`config.mk`:
```
export PLATFORM = sky130hd
export DESIGN_NAME = alu_dispatch_stage
export DESIGN_NICKNAME = d
export VERILOG_FILES = /design/src/rtl/alu_dispatch_stage.sv
export SDC_FILE = /design/constraint.sdc
export NUM_CORES = 1
export LEC_CHECK = 0
export BUFFER_PORTS_ARGS = -buffer_cell sky130_fd_sc_hd__buf_2
export CORE_MARGIN = 2
export CORE_UTILIZATION = 41
export DETAILED_ROUTE_END_ITERATION = 7
export GPL_ROUTABILITY_DRIVEN = 0
export PLACE_DENSITY = 0.76
export SLEW_MARGIN = 15
export SYNTH_ARGS = -nofsm -noshare
export SYNTH_HDL_FRONTEND = slang
export SYNTH_SLANG_ARGS = --single-unit
```
`constraint.sdc`:
```
create_clock -name clk -period 5.3 [get_ports clk]
set_clock_uncertainty 0.15 [all_clocks]
set_input_delay 1.325 -clock clk [delete_from_list [all_inputs] [get_ports clk]]
set_output_delay 1.325 -clock clk [all_outputs]
set_load 0.03 [all_outputs]
```
`src/rtl/alu_dispatch_stage.sv`:
```
// Issue stage in front of the ALU element: accepts one op, runs the
// element's reset/release/completed protocol, and hands the result to writeback.
//
// Ports:
//   clk, reset            : clock, async active-high reset
//   in_valid/in_ready     : upstream op handshake
//   in_inst_num..in_dest  : decoded op fields
//   elem_*                : element start (elem_reset), operands, completed/out
//   wb_valid/wb_ready     : writeback handshake
//   wb_dest, wb_data      : result destination and value
//   wb_illegal/wb_timeout : result status flags
//   busy                  : an op is in flight
module alu_dispatch_stage #(
  parameter int START_CYCLES   = 2,
  parameter int TIMEOUT_CYCLES = 64
) (
  input  logic        clk,
  input  logic        reset,
  input  logic        in_valid,
  output logic        in_ready,
  input  logic [5:0]  in_inst_num,
  input  logic [31:0] in_const16_x,
  input  logic [4:0]  in_shift5,
  input  logic [31:0] in_rs,
  input  logic [31:0] in_rt,
  input  logic [4:0]  in_dest,
  output logic        elem_reset,
  output logic [5:0]  elem_inst_num,
  output logic [31:0] elem_const16_x,
  output logic [4:0]  elem_shift5,
  output logic [31:0] elem_rs,
  output logic [31:0] elem_rt,
  input  logic        elem_completed,
  input  logic [31:0] elem_out,
  output logic        wb_valid,
  input  logic        wb_ready,
  output logic [4:0]  wb_dest,
  output logic [31:0] wb_data,
  output logic        wb_illegal,
  output logic        wb_timeout,
  output logic        busy
);

  typedef enum logic [1:0] {
    IDLE,
    START,
    WAIT,
    RESULT
  } state_t;

  localparam int CMAX = (START_CYCLES > TIMEOUT_CYCLES)
                      ? START_CYCLES : TIMEOUT_CYCLES;
  localparam int CW = $clog2(CMAX + 1);
  localparam logic [CW-1:0] START_LAST = CW'(START_CYCLES - 1);
  localparam logic [CW-1:0] TO_LAST    = CW'(TIMEOUT_CYCLES - 1);

  state_t        state_q, state_d;
  logic [CW-1:0] cnt_q, cnt_d;
  logic          legal;
  logic          accept;
  logic          cmpl;
  logic          tmo;
  logic          wb_fire;

  assign legal = (in_inst_num >= 6'd8  && in_inst_num <= 6'd18) ||
                 (in_inst_num >= 6'd20 && in_inst_num <= 6'd26);

  assign accept  = (state_q == IDLE) && in_valid;
  // Completion has priority over a timeout on the same edge.
  assign cmpl    = (state_q == WAIT) && elem_completed;
  assign tmo     = (state_q == WAIT) && !elem_completed && (cnt_q == TO_LAST);
  assign wb_fire = (state_q == RESULT) && wb_ready;

  assign in_ready   = (state_q == IDLE);
  assign busy       = (state_q != IDLE);
  assign elem_reset = (state_q != WAIT);
  assign wb_valid   = (state_q == RESULT);

  always_ff @(posedge clk or posedge reset) begin
    if (reset) begin
      state_q <= IDLE;
      cnt_q   <= '0;
    end else begin
      state_q <= state_d;
      cnt_q   <= cnt_d;
    end
  end

  always_comb begin
    state_d = state_q;
    cnt_d   = cnt_q;
    unique case (state_q)
      IDLE: begin
        if (in_valid) begin
          cnt_d   = '0;
          state_d = legal ? START : RESULT;
        end
      end
      START: begin
        if (cnt_q == START_LAST) begin
          cnt_d   = '0;
          state_d = WAIT;
        end else begin
          cnt_d = cnt_q + 1'b1;
        end
      end
      WAIT: begin
        if (cmpl || tmo) begin
          state_d = RESULT;
        end else begin
          cnt_d = cnt_q + 1'b1;
        end
      end
      RESULT: begin
        if (wb_ready) begin
          state_d = IDLE;
        end
      end
      default: state_d = IDLE;
    endcase
  end

  always_ff @(posedge clk or posedge reset) begin
    if (reset) begin
      elem_inst_num  <= '0;
      elem_const16_x <= '0;
      elem_shift5    <= '0;
      elem_rs        <= '0;
      elem_rt        <= '0;
      wb_dest        <= '0;
      wb_data        <= '0;
      wb_illegal     <= 1'b0;
      wb_timeout     <= 1'b0;
    end else begin
      unique case (1'b1)
        accept: begin
          elem_inst_num  <= in_inst_num;
          elem_const16_x <= in_const16_x;
          elem_shift5    <= in_shift5;
          elem_rs        <= in_rs;
          elem_rt        <= in_rt;
          wb_dest        <= in_dest;
          if (!legal) begin
            wb_illegal <= 1'b1;
            wb_data    <= '0;
          end
        end
        cmpl: begin
          wb_data <= elem_out;
        end
        tmo: begin
          wb_timeout <= 1'b1;
          wb_data    <= '0;
        end
        wb_fire: begin
          wb_illegal <= 1'b0;
          wb_timeout <= 1'b0;
        end
        default: ;
      endcase
    end
  end

endmodule

```
# Yosys cells after proc, flatten, opt, wreduce, memory -nomap -nowiden
# Index checks and enable logic that the tools add are counted.
op_classes:
  add_sub_neg: 1
  order_cmp: 4
  eq_ne: 12
  n_mux: 15
  n_reduce_logical: 20
ops:
  columns: ["cell", "count"]
  rows:
  - ["$pmux 32 s3", 1]
  - ["$mux 32", 1]
  - ["$mux 7", 3]
  - ["$pmux 7 s3", 1]
  - ["$le 6x5->1 const B", 2]
  - ["$mux 2", 5]
  - ["$ne 2x2->1 const B", 5]
  - ["$pmux 2 s4", 1]
  - ["$add 7x1->7 const B", 1]
  - ["$eq 7x1->1 const B", 1]
  - ["$eq 7x6->1 const B", 1]
  - ["$logic_and 1x1->1", 7]
  - ["$ge 6x4->1 const B", 1]
  - ["$ge 6x5->1 const B", 1]
  - ["$reduce_bool 2->1", 3]
  - ["$reduce_bool 3->1", 2]
  - ["$eq 2x2->1 const B", 2]
  - ["$ne 2x1->1 const B", 2]
  - ["$pmux 1 s2", 2]
  - ["$reduce_and 2->1", 2]
  - ["$reduce_and 4->1", 1]
  - ["$reduce_and 3->1", 1]
  - ["$eq 2x1->1 const B", 1]
  - ["$logic_not 2->1", 1]
  - ["other kinds (3)", 4]
word_totals:
  register_bits: 155
  input_bits: 149
  out_inout_bits: 150

# Logic depth before layout (Yosys ltp)
depth:
  ltp_word: 6
  depth_mapped: 8

# Least setup slack after synthesis
# No wires, ideal clock.
synth_timing:
  kind: "in2reg"
  startpoint: "input port in_inst_num[2]"
  endpoint: "register wb_data[0]"
  setup_time_ns: 0.066
  arrival_ns: 2.462
  path_slack_ns: 2.621
  stages: 5
  path_buffers: 1
  cell_sequence: "nand3b_1 -> a31o_2 -> a31oi_1 -> clkbuf_1 -> a22o_1"
synth_via:
  elab_chain_cells: 5
synth_rtl:
  columns: ["element", "line", "source"]
  rows:
  - ["start: declaration", "21", "input logic [5:0] in_inst_num,"]
  - ["$ge 6x4->1, or another cell as far along", "65", "assign legal = (in_inst_num >= 6'd8 && in_inst_num <= 6'd18) ||"]
  - ["$logic_and 1x1->1 (on tied branches)", "65, 66", null]
  - ["$logic_or 1x1->1 (*)", "65", null]
  - ["$ne 2x2->1 (no line) (*)", null, null]
  - ["$reduce_and 2->1 (no line) (*)", null, null]
  - ["end signal: assignment", "149", "wb_data <= elem_out;"]
  - ["end: declaration", "38", "output logic [31:0] wb_data,"]
# Mark *: on every way between the ends. The rest lies on a longest branch, timed or not.
# A chain may end at the register's enable or synchronous reset.

# Final worst setup path
layout_timing:
  startpoint: "register state_q[0]"
  endpoint: "output port elem_reset"
layout_via:
  elab_chain_cells: 1
layout_rtl:
  columns: ["element", "line", "source"]
  rows:
  - ["start: declaration", "57", "state_t state_q, state_d;"]
  - ["start signal: assignment", "84", "state_q <= state_d;"]
  - ["$ne 2x2->1", "76", "assign elem_reset = (state_q != WAIT);"]
  - ["end: declaration", "27", "output logic elem_reset,"]
# No other way between the ends.

==> results.txt <==
Status: completed
Mux cell area share after synthesis: 0.2160
Slowest-stage cell, CP: dfrtp_1
GRT busiest layer: met2
CP required: 3830 ps
Hold Fails Final Rpt: 0
Met1 Usage GRT: 0.2130
DR DRC count: 0
N_diodes: 0
Lkg Pwr: 4.303 nW
Compound-gate portion of the synthesized area: 0.07672
Cells after Synth: 395
PortBufs: 298
Post-CTS Setup Inserts: 0
Core Rows: 44
Chip width: 125.3 µm
CTS H-tree lvls: 4
Synth Area in Simple Gates: 0.02965
First-pass GRT wire length: 23,150 µm
Hold buffers post-CTS: 0
DP HPWL: 10,700 µm
Crit path kind: flip-flop to output port
Pin count of the biggest net entering global routing: 156
Total power: 0.006243 W
WL/cell: 16.35 µm
Total negative setup slack: 0 ps
Total grt overflow: 0
Clock Tree Buf Depth: 2
Cell family with most CP delay: buffers and inverters
Most frequent cells in the layout: 298 x buf_2, 155 x dfrtp_1, 114 x mux2_2
Mapped Nets: 551
Layout Cell Area excl Fill: 0.008403 mm²
CP Max Fanout: 8
Met3 Track Usage GR: 0.05605
Slew Limit Fails: 0
Largest family of logic cells by synthesized area: multiplexers
Root buffer cell: clkbuf_16
Post-synthesis adder-cell area fraction: 0.01451
Fillers: 1,169
Antenna violations before repair: 0
GRT Total Usage: 0.1879
Layout cells sized above 1: 0.6451
Finish-stage setup viols: 0
VDD IR max: 307.6 µV
Max Cap Viol: 0
Hold Crit Class: flip-flop to flip-flop
Crit path cell chain: inv_1 -> ha_1 -> inv_1 -> buf_2
Number of global-route vias before repair: 4,703
Most used DFF post-synth: dfrtp_1
Post-synthesis xor/xnor area fraction: 0
Number of synthesized flops with an enable pin: 0
Core area: 0.01448 mm²
Worst-margin pin slew: 860.4 ps
Die ar.: 0.01571 mm²
Vias/cell: 4.959
Ys async rst share: 1.000
Critical Path Max Stage Delay: 400 ps
Synth Warn #: 0
Achievable Freq: 329.6 MHz
Layout area overhead: 39.25%
Worst setup SP type: flip-flop
Sequential share of the synthesized area: 0.6428
Cts repair resizes: 0
CTS tree: yes
Chip Height: 125.3 µm
CP dominant cell by count: inv_1
Rel. slew slack: 0.4264
I/O Pins: 299
Final WS setup: 2266 ps
RSZ-0062 raised after global routing: false
Routed vias: 4,433
Final Net Count: 853
GR Util met2: 0.3251
Period minus WS final: 3034 ps
Clk_lat worst skew: 420 ps
Post-route ant nets: 0
Clock slew at reported path FFs: 60 ps
Initial DRC Count: 134
Clock Sinks: 155
Cell Area, Synth: 0.006035 mm²
Initial core utilization: 0.4168
Synth Register Bits: 155
Avg Synthesized Cell Area: 15.28 µm²
WP buf/inv: 3
Pre-Repair DR Iteration Count: 4
Library cells used by synthesis: 37
Commonest non-fill, non-tap cell in the layout: buf_2
Tcrit/Tclk final: 0.5724
PwrDens: 743.0 mW/mm²
Critical path arrival: 1560 ps
Total Routed Length: 14,620 µm
Placed inst area: 0.007742 mm²
Critical path endpoint category: output port
Pre-CTS setup slack: 2122 ps
CTS Buf Count: 17
## Yosys cell counts (2+ instances only)
master,number,area (µm²)
dfrtp_1,155,3879
mux2_2,114,1284
a22o_1,33,289.0
inv_1,10,37.54
clkbuf_1,9,33.78
buf_2,8,40.04
ha_1,7,87.58
nand2_1,7,26.28
nor2_1,6,22.52
a21oi_1,4,20.02
a221o_1,4,40.04
a31oi_1,3,18.77
buf_1,3,11.26
nor2b_1,3,18.77
o21ai_0,3,15.01
a211o_1,2,17.52
and3_2,2,15.01
mux2i_1,2,20.02
nand3_1,2,10.01
## routing by layer
| metal | wire length, µm | up-vias |
|---|---|---|
| met1 | 5644 | 2176 |
| li1 | - | 2028 |
| met2 | 7569 | 195 |
| met4 | 394 | 0 |
| met5 | 0 | - |
| met3 | 1007 | 34 |
## worst register-to-register path: cells and delay by family, from the launching register on
family / cells / cell delay [ps]
and+or+nand+nor: 1 / 330
buffers and inverters: 3 / 840
AOI/OAI and AO/OA: 2 / 370
adders and majority gates: 1 / 310
DFF: 1 / 380
## power by group
group / internal (W) / switching (W)
Clock: 0.000872 / 0.000472
Sequential: 0.00175 / 0.000290
Combinational: 0.00103 / 0.00183
Total: 0.00365 / 0.00259
## metrics by stage
| step | instances | hold WS, ps | util |
|---|---|---|---|
| 3_3_place_gp | 862 | 331.5 | 0.5347 |
| 4_1_cts | 894 | 351.7 | 0.5804 |
| 6_report | 894 | 349.6 | 0.5804 |
| 3_5_place_dp | 862 | 337.8 | 0.5347 |
| 5_1_grt | 894 | 365.3 | 0.5804 |
| 2_1_floorplan | 395 | 372.8 | - |
## state kept, by name, indices dropped and copies added, names as in the netlist
register and cells:
cnt_q 7, elem_const16_x 32, elem_inst_num 6, elem_rs 32
elem_rt 32, elem_shift5 5, state_q 2, wb_data 32
wb_dest 5, wb_illegal 1, wb_timeout 1
## final cells by class
type / count / area (µm²) / area share
Multi-Input combinational cell: 210 / 2051 / 0.2440
Inverter: 10 / 41.29 / 0.004914
Clock inverter: 11 / 190.2 / 0.02263
Tap cell: 184 / 230.2 / 0.02740
Timing Repair Buffer: 303 / 1541 / 0.1834
Clock buffer: 21 / 470.5 / 0.05599
Sequential cell: 155 / 3879 / 0.4616
## kinds of logic (layout without fill, tap and decap cells)
group	Yosys count	in the layout
DFF	155	155
muxes	116	116
AOI/OAI and AO/OA	56	56
and+or+nand+nor	31	31
buffers and inverters	30	345
adders and majority gates	7	7
## final timing paths
| path | start | endpoint | slack [ps] | cells past startpoint |
|---|---|---|---|---|
| worst min register to register | elem_inst_num[4] | elem_inst_num[4] | 350 | 1 |
| max in group asynchronous | reset | elem_rt[9] | 3350 | 3 |
| worst max-delay path | state_q[0] | elem_reset | 2270 | 4 |
| min in group asynchronous | reset | wb_data[9] | 960 | 3 |
| worst min-delay path | elem_inst_num[4] | elem_inst_num[4] | 350 | 1 |
| worst max register to register | state_q[0] | wb_data[9] | 2800 | 7 |
(Power assumes the default switching activity.)
